[src/rtl/baud_pkg.sv]
// Shared constants for the fractional baud-rate generator.
package baud_pkg;
    localparam int CNT_W    = 16;
    localparam int FRAC_W   = 4;
    localparam int DEF_INT  = 104;
    localparam int DEF_FRAC = 3;
    localparam bit DEF_OSR8 = 1'b0;
    localparam int MIN_DIV  = 2;

    typedef enum logic {
        OSR16 = 1'b0,
        OSR8  = 1'b1
    } osr_e;
endpackage

[src/rtl/baud_frac_divider.sv]
// Fractional clock divider: INT or INT+1 cycle periods selected by a phase accumulator.
module baud_frac_divider #(
    parameter int CNT_W  = 16,
    parameter int FRAC_W = 4
) (
    input  logic              clk,
    input  logic              rst,
    input  logic              clear,
    input  logic [CNT_W-1:0]  div_int,
    input  logic [FRAC_W-1:0] div_frac,
    output logic              tick
);
    logic [CNT_W-1:0]  cnt;
    logic [FRAC_W-1:0] acc;
    logic [FRAC_W:0]   acc_sum;
    logic [CNT_W:0]    len;
    logic              last;

    assign acc_sum = {1'b0, acc} + {1'b0, div_frac};
    assign len     = {1'b0, div_int} + (CNT_W+1)'(acc_sum[FRAC_W]);
    assign last    = ({1'b0, cnt} == len - (CNT_W+1)'(1));

    // Look-ahead strobe: fires one cycle before the period's final cycle so the
    // caller's output register lands on that final cycle. A clear in this cycle
    // therefore suppresses the tick of the period being abandoned.
    assign tick = ~clear & ({1'b0, cnt} == len - (CNT_W+1)'(2));

    always_ff @(posedge clk) begin
        if (rst || clear) begin
            cnt <= '0;
            acc <= '0;
        end else if (last) begin
            cnt <= '0;
            acc <= acc_sum[FRAC_W-1:0];
        end else begin
            cnt <= cnt + CNT_W'(1);
        end
    end
endmodule

[src/rtl/baud_rate_generator.sv]
// Programmable fractional baud generator: TX bit tick, RX oversample tick and RX mid-bit strobe.
module baud_rate_generator #(
    parameter int   CNT_W    = baud_pkg::CNT_W,
    parameter int   FRAC_W   = baud_pkg::FRAC_W,
    parameter int   DEF_INT  = baud_pkg::DEF_INT,
    parameter int   DEF_FRAC = baud_pkg::DEF_FRAC,
    parameter logic DEF_OSR8 = baud_pkg::DEF_OSR8
) (
    input  logic              clk,
    input  logic              rst,
    input  logic              en,
    input  logic              cfg_load,
    input  logic [CNT_W-1:0]  div_int,
    input  logic [FRAC_W-1:0] div_frac,
    input  logic              osr8,
    input  logic              rx_resync,
    output logic              rx_tick,
    output logic              rx_mid,
    output logic              tx_tick,
    output logic              cfg_err
);
    import baud_pkg::*;

    logic [CNT_W-1:0]  act_int;
    logic [FRAC_W-1:0] act_frac;
    osr_e              act_osr;
    logic [3:0]        tx_sub, rx_sub, sub_last, mid_last;
    logic              tx_end, rx_end, tx_clear, rx_clear;

    assign sub_last = (act_osr == OSR8) ? 4'd7 : 4'd15;
    assign mid_last = (act_osr == OSR8) ? 4'd3 : 4'd7;
    assign tx_clear = ~en;
    assign rx_clear = rx_resync | ~en;

    // Config only changes while stopped so a divider never sees it mid-period.
    always_ff @(posedge clk) begin
        if (rst) begin
            act_int  <= CNT_W'(DEF_INT);
            act_frac <= FRAC_W'(DEF_FRAC);
            act_osr  <= osr_e'(DEF_OSR8);
            cfg_err  <= 1'b0;
        end else begin
            cfg_err <= cfg_load & en;
            if (cfg_load && !en) begin
                act_int  <= (div_int < CNT_W'(MIN_DIV)) ? CNT_W'(MIN_DIV) : div_int;
                act_frac <= div_frac;
                act_osr  <= osr_e'(osr8);
            end
        end
    end

    baud_frac_divider #(.CNT_W(CNT_W), .FRAC_W(FRAC_W)) u_tx_div (
        .clk      (clk),
        .rst      (rst),
        .clear    (tx_clear),
        .div_int  (act_int),
        .div_frac (act_frac),
        .tick     (tx_end)
    );

    baud_frac_divider #(.CNT_W(CNT_W), .FRAC_W(FRAC_W)) u_rx_div (
        .clk      (clk),
        .rst      (rst),
        .clear    (rx_clear),
        .div_int  (act_int),
        .div_frac (act_frac),
        .tick     (rx_end)
    );

    always_ff @(posedge clk) begin
        if (rst || tx_clear) begin
            tx_sub  <= '0;
            tx_tick <= 1'b0;
        end else begin
            tx_tick <= tx_end && (tx_sub == sub_last);
            if (tx_end)
                tx_sub <= (tx_sub == sub_last) ? 4'd0 : tx_sub + 4'd1;
        end
    end

    always_ff @(posedge clk) begin
        if (rst || rx_clear) begin
            rx_sub  <= '0;
            rx_tick <= 1'b0;
            rx_mid  <= 1'b0;
        end else begin
            rx_tick <= rx_end;
            rx_mid  <= rx_end && (rx_sub == mid_last);
            if (rx_end)
                rx_sub <= (rx_sub == sub_last) ? 4'd0 : rx_sub + 4'd1;
        end
    end
endmodule

[config.mk]
export PLATFORM = sky130hd
export DESIGN_NAME = baud_rate_generator
export DESIGN_NICKNAME = d
export VERILOG_FILES = /design/src/rtl/baud_pkg.sv /design/src/rtl/baud_frac_divider.sv /design/src/rtl/baud_rate_generator.sv
export SDC_FILE = /design/constraint.sdc
export NUM_CORES = 1
export LEC_CHECK = 0
export ABC_AREA = 1
export CAP_MARGIN = 20
export CORE_MARGIN = 1.5
export CORE_UTILIZATION = 25
export DETAILED_ROUTE_END_ITERATION = 6
export GPL_ROUTABILITY_DRIVEN = 1
export GPL_TIMING_DRIVEN = 1
export HOLD_SLACK_MARGIN = 0.1
export SLEW_MARGIN = 10
export SYNTH_ARGS = -nofsm -noshare
export SYNTH_HDL_FRONTEND = slang
export SYNTH_HIERARCHICAL = 1
export SYNTH_SLANG_ARGS = --single-unit
[constraint.sdc]
create_clock -name clk -period 3.8 [get_ports clk]
set_input_delay 1.14 -clock clk [delete_from_list [all_inputs] [get_ports clk]]
set_output_delay 1.14 -clock clk [all_outputs]
set_load 0.01 [all_outputs]
==> metrics.md <==
| Metric | Value |
|---|---|
| First-pass GRT wire length | `30500 um` |
| Max FO, Critical Path | `6` |
| Via/cell ratio | `4.47` |
| Smallest hold slack | `0.472 ns` |
| Clk root buf | `clkbuf_16` |
| Finished Layout Cells | `1545` |
| P_sw | `0.682 mW` |
| Mean instance size in the synthesized netlist | `6.15 sq um` |
| DR vias | `6906` |
| Net Count, Synth | `1162` |
| Worst path slowest cell | `dfxtp_4` |
| Worst path most repeated cell | `nand2_2` |
| GPL Wtd Cong | `0.917` |
| Required @ worst endpoint | `4.04 ns` |
| Clk pwr share | `0.391` |
| Worst-skew pair later-pin latency | `0.35 ns` |
| Crit path launch type | `flip-flop` |
| Ant diodes | `0` |
| Post-detailed-route wirelength per cell | `12.0 um` |
| Switching share of power | `0.325` |
| Layout area overhead | `23.4%` |
| CP Data Arrival Time | `3.94 ns` |
| Vert. Die Dim | `169 um` |
| Sequential share of power | `0.393` |
| Synth Warn # | `6` |
| Crit path kind | `reg -> reg` |
| TritonCTS clock tree | `done` |
| Max-cap violations | `0` |
| Min-Delay Path Class | `reg -> reg` |
| Die Width | `169 um` |
| Final Hold Viols | `0` |
| Core area | `27000 sq um` |
| Seq/Total Area, Yosys | `0.213` |
| Num CTS Buffers | `9` |
| Post-Syn Area | `6860 sq um` |
| Clk sink count | `73` |
| Worst flop-to-flop path startpoint | `act_frac[0]$_SDFFE_PP1P_` |
| Clock tree buffer depth | `2` |
| R2r setup slk | `0.10 ns` |
| Clock skew | `0.00935 ns` |
| Cell count after synthesis | `1114` |
| Slew @ Worst Pin | `0.828 ns` |
| VDD IR max | `0.195 mV` |
| Row count | `60` |
| RSZ-0062 raised after global routing | `true` |
| Clock transition at path regs | `0.06 ns` |
| Share of cells above drive strength 1 | `0.205` |
| Synth Register Bits | `73` |
| P_leak | `3.69 nW` |
| I/O Buffers | `29` |
| DP Cell Count | `1508` |
| Period utilization | `0.973` |
| Slowest stage delay, CP | `0.37 ns` |
| DRT antenna net count | `0` |
| Endpoint, Worst Hold | `u_tx_div/cnt[0]$_SDFF_PP0_` |
| Initial Util | `0.254` |
| Outcome | `complete, no violations` |
| EDFF count, synth | `0` |
| DRT Pass-1 Iters | `5` |
| Worst reg2reg path endpoint | `tx_sub[3]$_SDFFE_PP0P_` |
| Pint | `1.42 mW` |
| Comb power frac | `0.215` |
| Total power | `2.10 mW` |
| Post-CTS Hold Buffers | `0` |
| Largest net degree at the start of global routing | `23` |
| Layout Nets | `1247` |
| DR DRC count | `0` |
| H-tree Lvls | `3` |
| Worst R2R Path Depth | `24` |
| Crit path capture type | `flip-flop` |
| Vias in the first global route | `6458` |
| FMAX | `270 MHz` |
| Initial drt markers | `416` |
| Slew headroom | `0.447` |
| Setup violators final | `0` |
| Pwr dens | `248 nW/um^2` |
| Distinct cells, synth | `48` |
| CP cell instances | `ha_4 > inv_1 > fa_2 > o21ai_2 > ha_2 > ha_4 > nand3_2 > nor2_4 > nand2_1 > nand2_2 > buf_4 > nand2_1 > nor2_2 > nand2_2 > xor2_2 > o21ai_1 > a31oi_1 > nand3_1 > nor2_1 > buf_4 > nand2_2 > nor3_2 > xor2_1 > nor2_1` |
| Initial antenna violation count | `0` |
| Die area | `28400 sq um` |
| Total grt overflow | `0` |
| Hold-critical path depth | `1` |
| Dpl hpwl | `14600 um` |
| I/O Pins | `30` |
| Hold Crit Start | `u_tx_div/cnt[0]$_SDFF_PP0_` |
| Final min period | `3.70 ns` |
| Post-synth ARST share | `0` |
| Max Slew Vio Count | `0` |
| Top FF cell, synth | `dfxtp_1` |
| Routed WL | `18600 um` |
| Total track usage | `0.132` |
[placed cells by master (no fill, tap or decap), drive strengths merged, types with 3 or more instances in the layout]
master / instances
nand3: 100
nor4: 3
xor2: 38
or2: 3
nor3: 17
nand4: 31
o22ai: 4
nand3b: 3
clkinv: 4
o21ai: 33
clkinvlp: 3
ha: 20
a21oi: 25
clkbuf: 10
xnor2: 10
nand2: 358
nor2: 210
buf: 53
inv: 161
and2: 3
clkdlybuf4s50: 29
dfxtp: 73
[logic make-up after synthesis]
| kind of cell | Yosys count | share of synthesized area |
|---|---|---|
| flops | 73 | 0.213 |
| xor+xnor | 50 | 0.0712 |
| simple gates | 729 | 0.516 |
| fa+ha+maj | 22 | 0.0423 |
| buf+inv | 171 | 0.103 |
| compound gates | 69 | 0.0546 |
[critical path: cells and delay by family, from the launching register on]
kind                     cells  cell delay (ns)
XOR/XNOR                     2             0.36
adder cells (fa/ha/maj)      4             0.85
flip-flops                   1             0.37
buffers and inverters        3             0.33
AND/OR/NAND/NOR             12             1.29
AO/OA/AOI/OAI                3             0.40
[synthesized netlist by cell type (3+ instances only)]
| cell | number | share of area |
|---|---|---|
| nor2_8 | 4 | 0.012 |
| xor2_1 | 36 | 0.046 |
| and2_1 | 3 | 0.0027 |
| nand3_2 | 8 | 0.012 |
| nand3_1 | 90 | 0.066 |
| buf_6 | 3 | 0.0049 |
| nand2_2 | 31 | 0.028 |
| nand2_4 | 6 | 0.0099 |
| inv_1 | 153 | 0.084 |
| inv_2 | 7 | 0.0038 |
| xnor2_1 | 9 | 0.011 |
| nand2_1 | 321 | 0.18 |
| a21oi_1 | 23 | 0.017 |
| nor2_1 | 152 | 0.083 |
| nor3_2 | 4 | 0.0058 |
| nor2_4 | 23 | 0.038 |
| o22ai_1 | 4 | 0.0036 |
| o21ai_0 | 31 | 0.023 |
| nor3_1 | 13 | 0.0095 |
| ha_1 | 20 | 0.037 |
| dfxtp_1 | 73 | 0.21 |
| nand4_1 | 30 | 0.027 |
| nand3b_1 | 3 | 0.0033 |
| nor2_2 | 30 | 0.027 |
[power by group through the flow]
stage	combinational [mW]	clock [mW]	sequential, mW
finish	0.452	0.821	0.825
global route	0.508	0.884	0.829
CTS	0.429	0.855	0.820
detailed placement	0.420	0	0.837
global placement	0.416	0	0.836
floorplan	0.307	0	0.825
[flip-flops by register name, indices dropped and copies added (netlist names)]
register / cells
act_frac: 4
act_int: 16
act_osr: 1
cfg_err: 1
rx_mid: 1
rx_sub: 4
rx_tick: 1
tx_sub: 4
tx_tick: 1
u_rx_div/acc: 4
u_rx_div/cnt: 16
u_tx_div/acc: 4
u_tx_div/cnt: 16
[how the worst max path moves through the flow]
stage                                 start                      to  slack [ns]
6_report           act_frac[0]$_SDFFE_PP1P_  tx_sub[3]$_SDFFE_PP0P_        0.10
5_1_grt            act_frac[0]$_SDFFE_PP1P_  rx_sub[0]$_SDFFE_PP0P_       -0.15
4_1_cts        u_rx_div/acc[0]$_SDFFE_PP0N_  rx_sub[0]$_SDFFE_PP0P_       0.002
3_5_place_dp       act_frac[0]$_SDFFE_PP1P_  rx_sub[0]$_SDFFE_PP0P_       -0.16
3_3_place_gp       act_frac[0]$_SDFFE_PP1P_  tx_sub[3]$_SDFFE_PP0P_       -0.12
2_1_floorplan      act_frac[0]$_SDFFE_PP1P_  tx_sub[0]$_SDFFE_PP0P_        0.04
[stage by stage]
step                      worst slack [ns]  setup TNS, ns  utilization  cell area, sq um
after floorplan                     0.0400              0            -              6860
after global placement              -0.115         -0.276        0.287              7740
after detailed placement            -0.165         -0.996        0.287              7740
after CTS                          0.00226              0        0.302              8130
after global routing                -0.154          -2.16        0.314              8460
final                                0.102              0        0.314              8460
[final cells by class]
class                           count  area, sq um
Clock inverter                      6         41.3
Inverter                          162          608
Timing Repair Buffer               82          708
Sequential cell                    73         1470
Tap cell                          341          427
Multi-Input combinational cell    871         4960
Clock buffer                       10          239
Fill cell                        2888        18500
[metal layers]
metal | part of all wire | track usage | up-vias
li1 | - | - | 3668
met1 | 0.46 | 0.164 | 3111
met2 | 0.50 | 0.234 | 106
met3 | 0.033 | 0.0264 | 21
met4 | 0.016 | 0.0307 | 0
met5 | 0 | 0 | -
[what timing repair did]
item | CTS | global route
pin swaps | 11 | 31
setup buffers | 9 | 11
gates cloned | 0 | 1
gates resized for setup | 17 | 61
endpoints found under the setup margin | 34 | 51
(Power assumes the default switching activity.)
==> RTL change: new RTL, same settings <==
Register the input `div_frac` before use, without a reset. The logic sees it one clock later. The other inputs are not delayed to match.
--- a/src/rtl/baud_rate_generator.sv
+++ b/src/rtl/baud_rate_generator.sv
@@ -23,2 +23,8 @@
 
+    logic [FRAC_W-1:0] div_frac_q;
+
+    always_ff @(posedge clk) begin
+        div_frac_q <= div_frac;
+    end
+
     logic [CNT_W-1:0]  act_int;
@@ -45,3 +51,3 @@
                 act_int  <= (div_int < CNT_W'(MIN_DIV)) ? CNT_W'(MIN_DIV) : div_int;
-                act_frac <= div_frac;
+                act_frac <= div_frac_q;
                 act_osr  <= osr_e'(osr8);
Check against the original RTL: not equivalent (a bounded check fails within 10 cycles, from zero or initial values and one cycle with rst high).
==> RTL change against the unedited design <==
- setup slack lost 0.034 ns
- synthesized cell count shrank 0.27%
- area after synthesis grew 0.33%
- design area shrank 0.15%
- wire length shrank 1.1%
- power grew 15%
- non-clock buffer count shrank 20
- sequential cell count grew 4
- critical endpoint is now tx_sub[0]
- largest cell class unchanged
==> RTL change: results (changes against the unedited design) <==
* Final hold slack at 0.453 ns (-0.0198 ns)
* Total routed wirelength at 18400 um (-1.1%)
* Final HPWL DP at 14400 um (-1.5%)
* RePlAce Congestion at 0.958 (+4.5%)
* Setup Skew at 0.00692 ns (-0.00243 ns)
* P_int at 1.71 mW (+21%)
* GRT Total Usage at 13.0% (-0.21 points)
* CP Data Arrival Time at 3.96 ns (+0.02 ns)
* Min Tclk post-route at 3.73 ns (+0.0339 ns)
* Vias in the first global route at 6323 (-2.1%)
* Buffers added on ports at 29 (unchanged)
* Peak VDD IR at 0.227 mV (+16%)
* CP max stage cell: fa_2
* CTS Root Cell: clkbuf_16
* Hold depth at 2 (+1)
* Top post-synthesis cells by area: dfxtp_1, nand2_1, nor2_1
* Crit path largest cell delay at 0.39 ns (+0.02 ns)
* Hold Path End: act_frac[0]
* Clock-pin slew on the worst setup and hold paths at 0.07 ns
* Slew headroom at 53.3% (+8.6 points)
* Reg-to-Reg End: tx_sub[0]
* R2R Setup Slk at 0.07 ns (-0.03 ns)
* Largest net degree at the start of global routing at 24 (+4.3%)
* Post-synth top cells: nand2_1, nor2_1, inv_1, nand3_1, dfxtp_1
* HP Start: div_frac_q[0]
* Sequential-to-total area share from yosys stat at 22.4% (+1.1 points)
* Placement Cell Area at 0.00772 sq mm (-0.16%)
* Initial DRC count at 338 (-19%)
* Routed wire length per instance at 12.1 um (+0.45%)
* Filler cell count at 2910 (+0.76%)
* First-pass GRT wire length at 30100 um (-1.3%)
* Pre-CTS setup slack at -0.133 ns (+0.0315 ns)
* Mean post-synth cell area at 6.19 sq um (+0.60%)
* Static Leak at 3.66 nW (-0.82%)
* Placed insts at 1497 (-0.73%)
* Layout cells sized above 1 at 18.4% (-2.1 points)
* Syn Nets at 1159 (-0.26%)
* Post-synth cell types at 49 (+2.1%)
* Status: completed
* Fin nets at 1223 (-1.9%)
* Area occupied by multi-input gates at 0.00493 sq mm (-0.68%)
* Vias at 6863 (-0.62%)
[RTL change: worst max path at each step]
stage           startpoint         to  cells after the start
6_report       act_frac[0]  tx_sub[0]                     24
3_3_place_gp   act_frac[0]  tx_sub[0]                     22
5_1_grt        act_frac[0]  tx_sub[0]                     24
3_5_place_dp   act_frac[0]  tx_sub[0]                     21
4_1_cts        act_frac[0]     rx_mid                     24
2_1_floorplan  act_frac[0]  tx_sub[0]                     21
[RTL change: cells by family (layout without fill, tap and decap cells)]
kind of cell    count (synthesis)  in the layout  share of synthesized area, %
compound gates                 71             71                          5.66
xor+xnor                       51             51                          7.22
fa+ha+maj                      22             22                          4.22
buf+inv                       167            236                          9.82
flops                          77             77                          22.4
simple gates                  723            723                          50.7
[RTL change: what timing repair did]
action,in CTS,in global routing
resized for setup,10,71
endpoints found under the setup margin,10,51
setup buffers,1,7
pin swaps,2,35
gates cloned,0,0
[RTL change: power groups by stage]
stage	Sequential [mW]	Combinational, mW	Clock [mW]
after floorplan	0.871	0.305	0
after global placement	0.882	0.413	0
after detailed placement	0.883	0.415	0
after CTS	0.865	0.422	1.13
after global routing	0.873	0.501	1.17
final	0.868	0.448	1.10
[RTL change: cell type report]
class / instances / share of cell area, %
Clock buffer: 9 / 2.67
Multi-Input combinational cell: 867 / 58.4
Sequential cell: 77 / 18.3
Inverter: 158 / 7.02
Tap cell: 341 / 5.05
Timing Repair Buffer: 62 / 6.85
Clock inverter: 7 / 1.73
[RTL change: metal layers]
layer,global-route usage [%],wire length [um]
met5,0,0
met4,4.54,484
met3,1.89,700
met2,20.6,8110
met1,17.9,9100
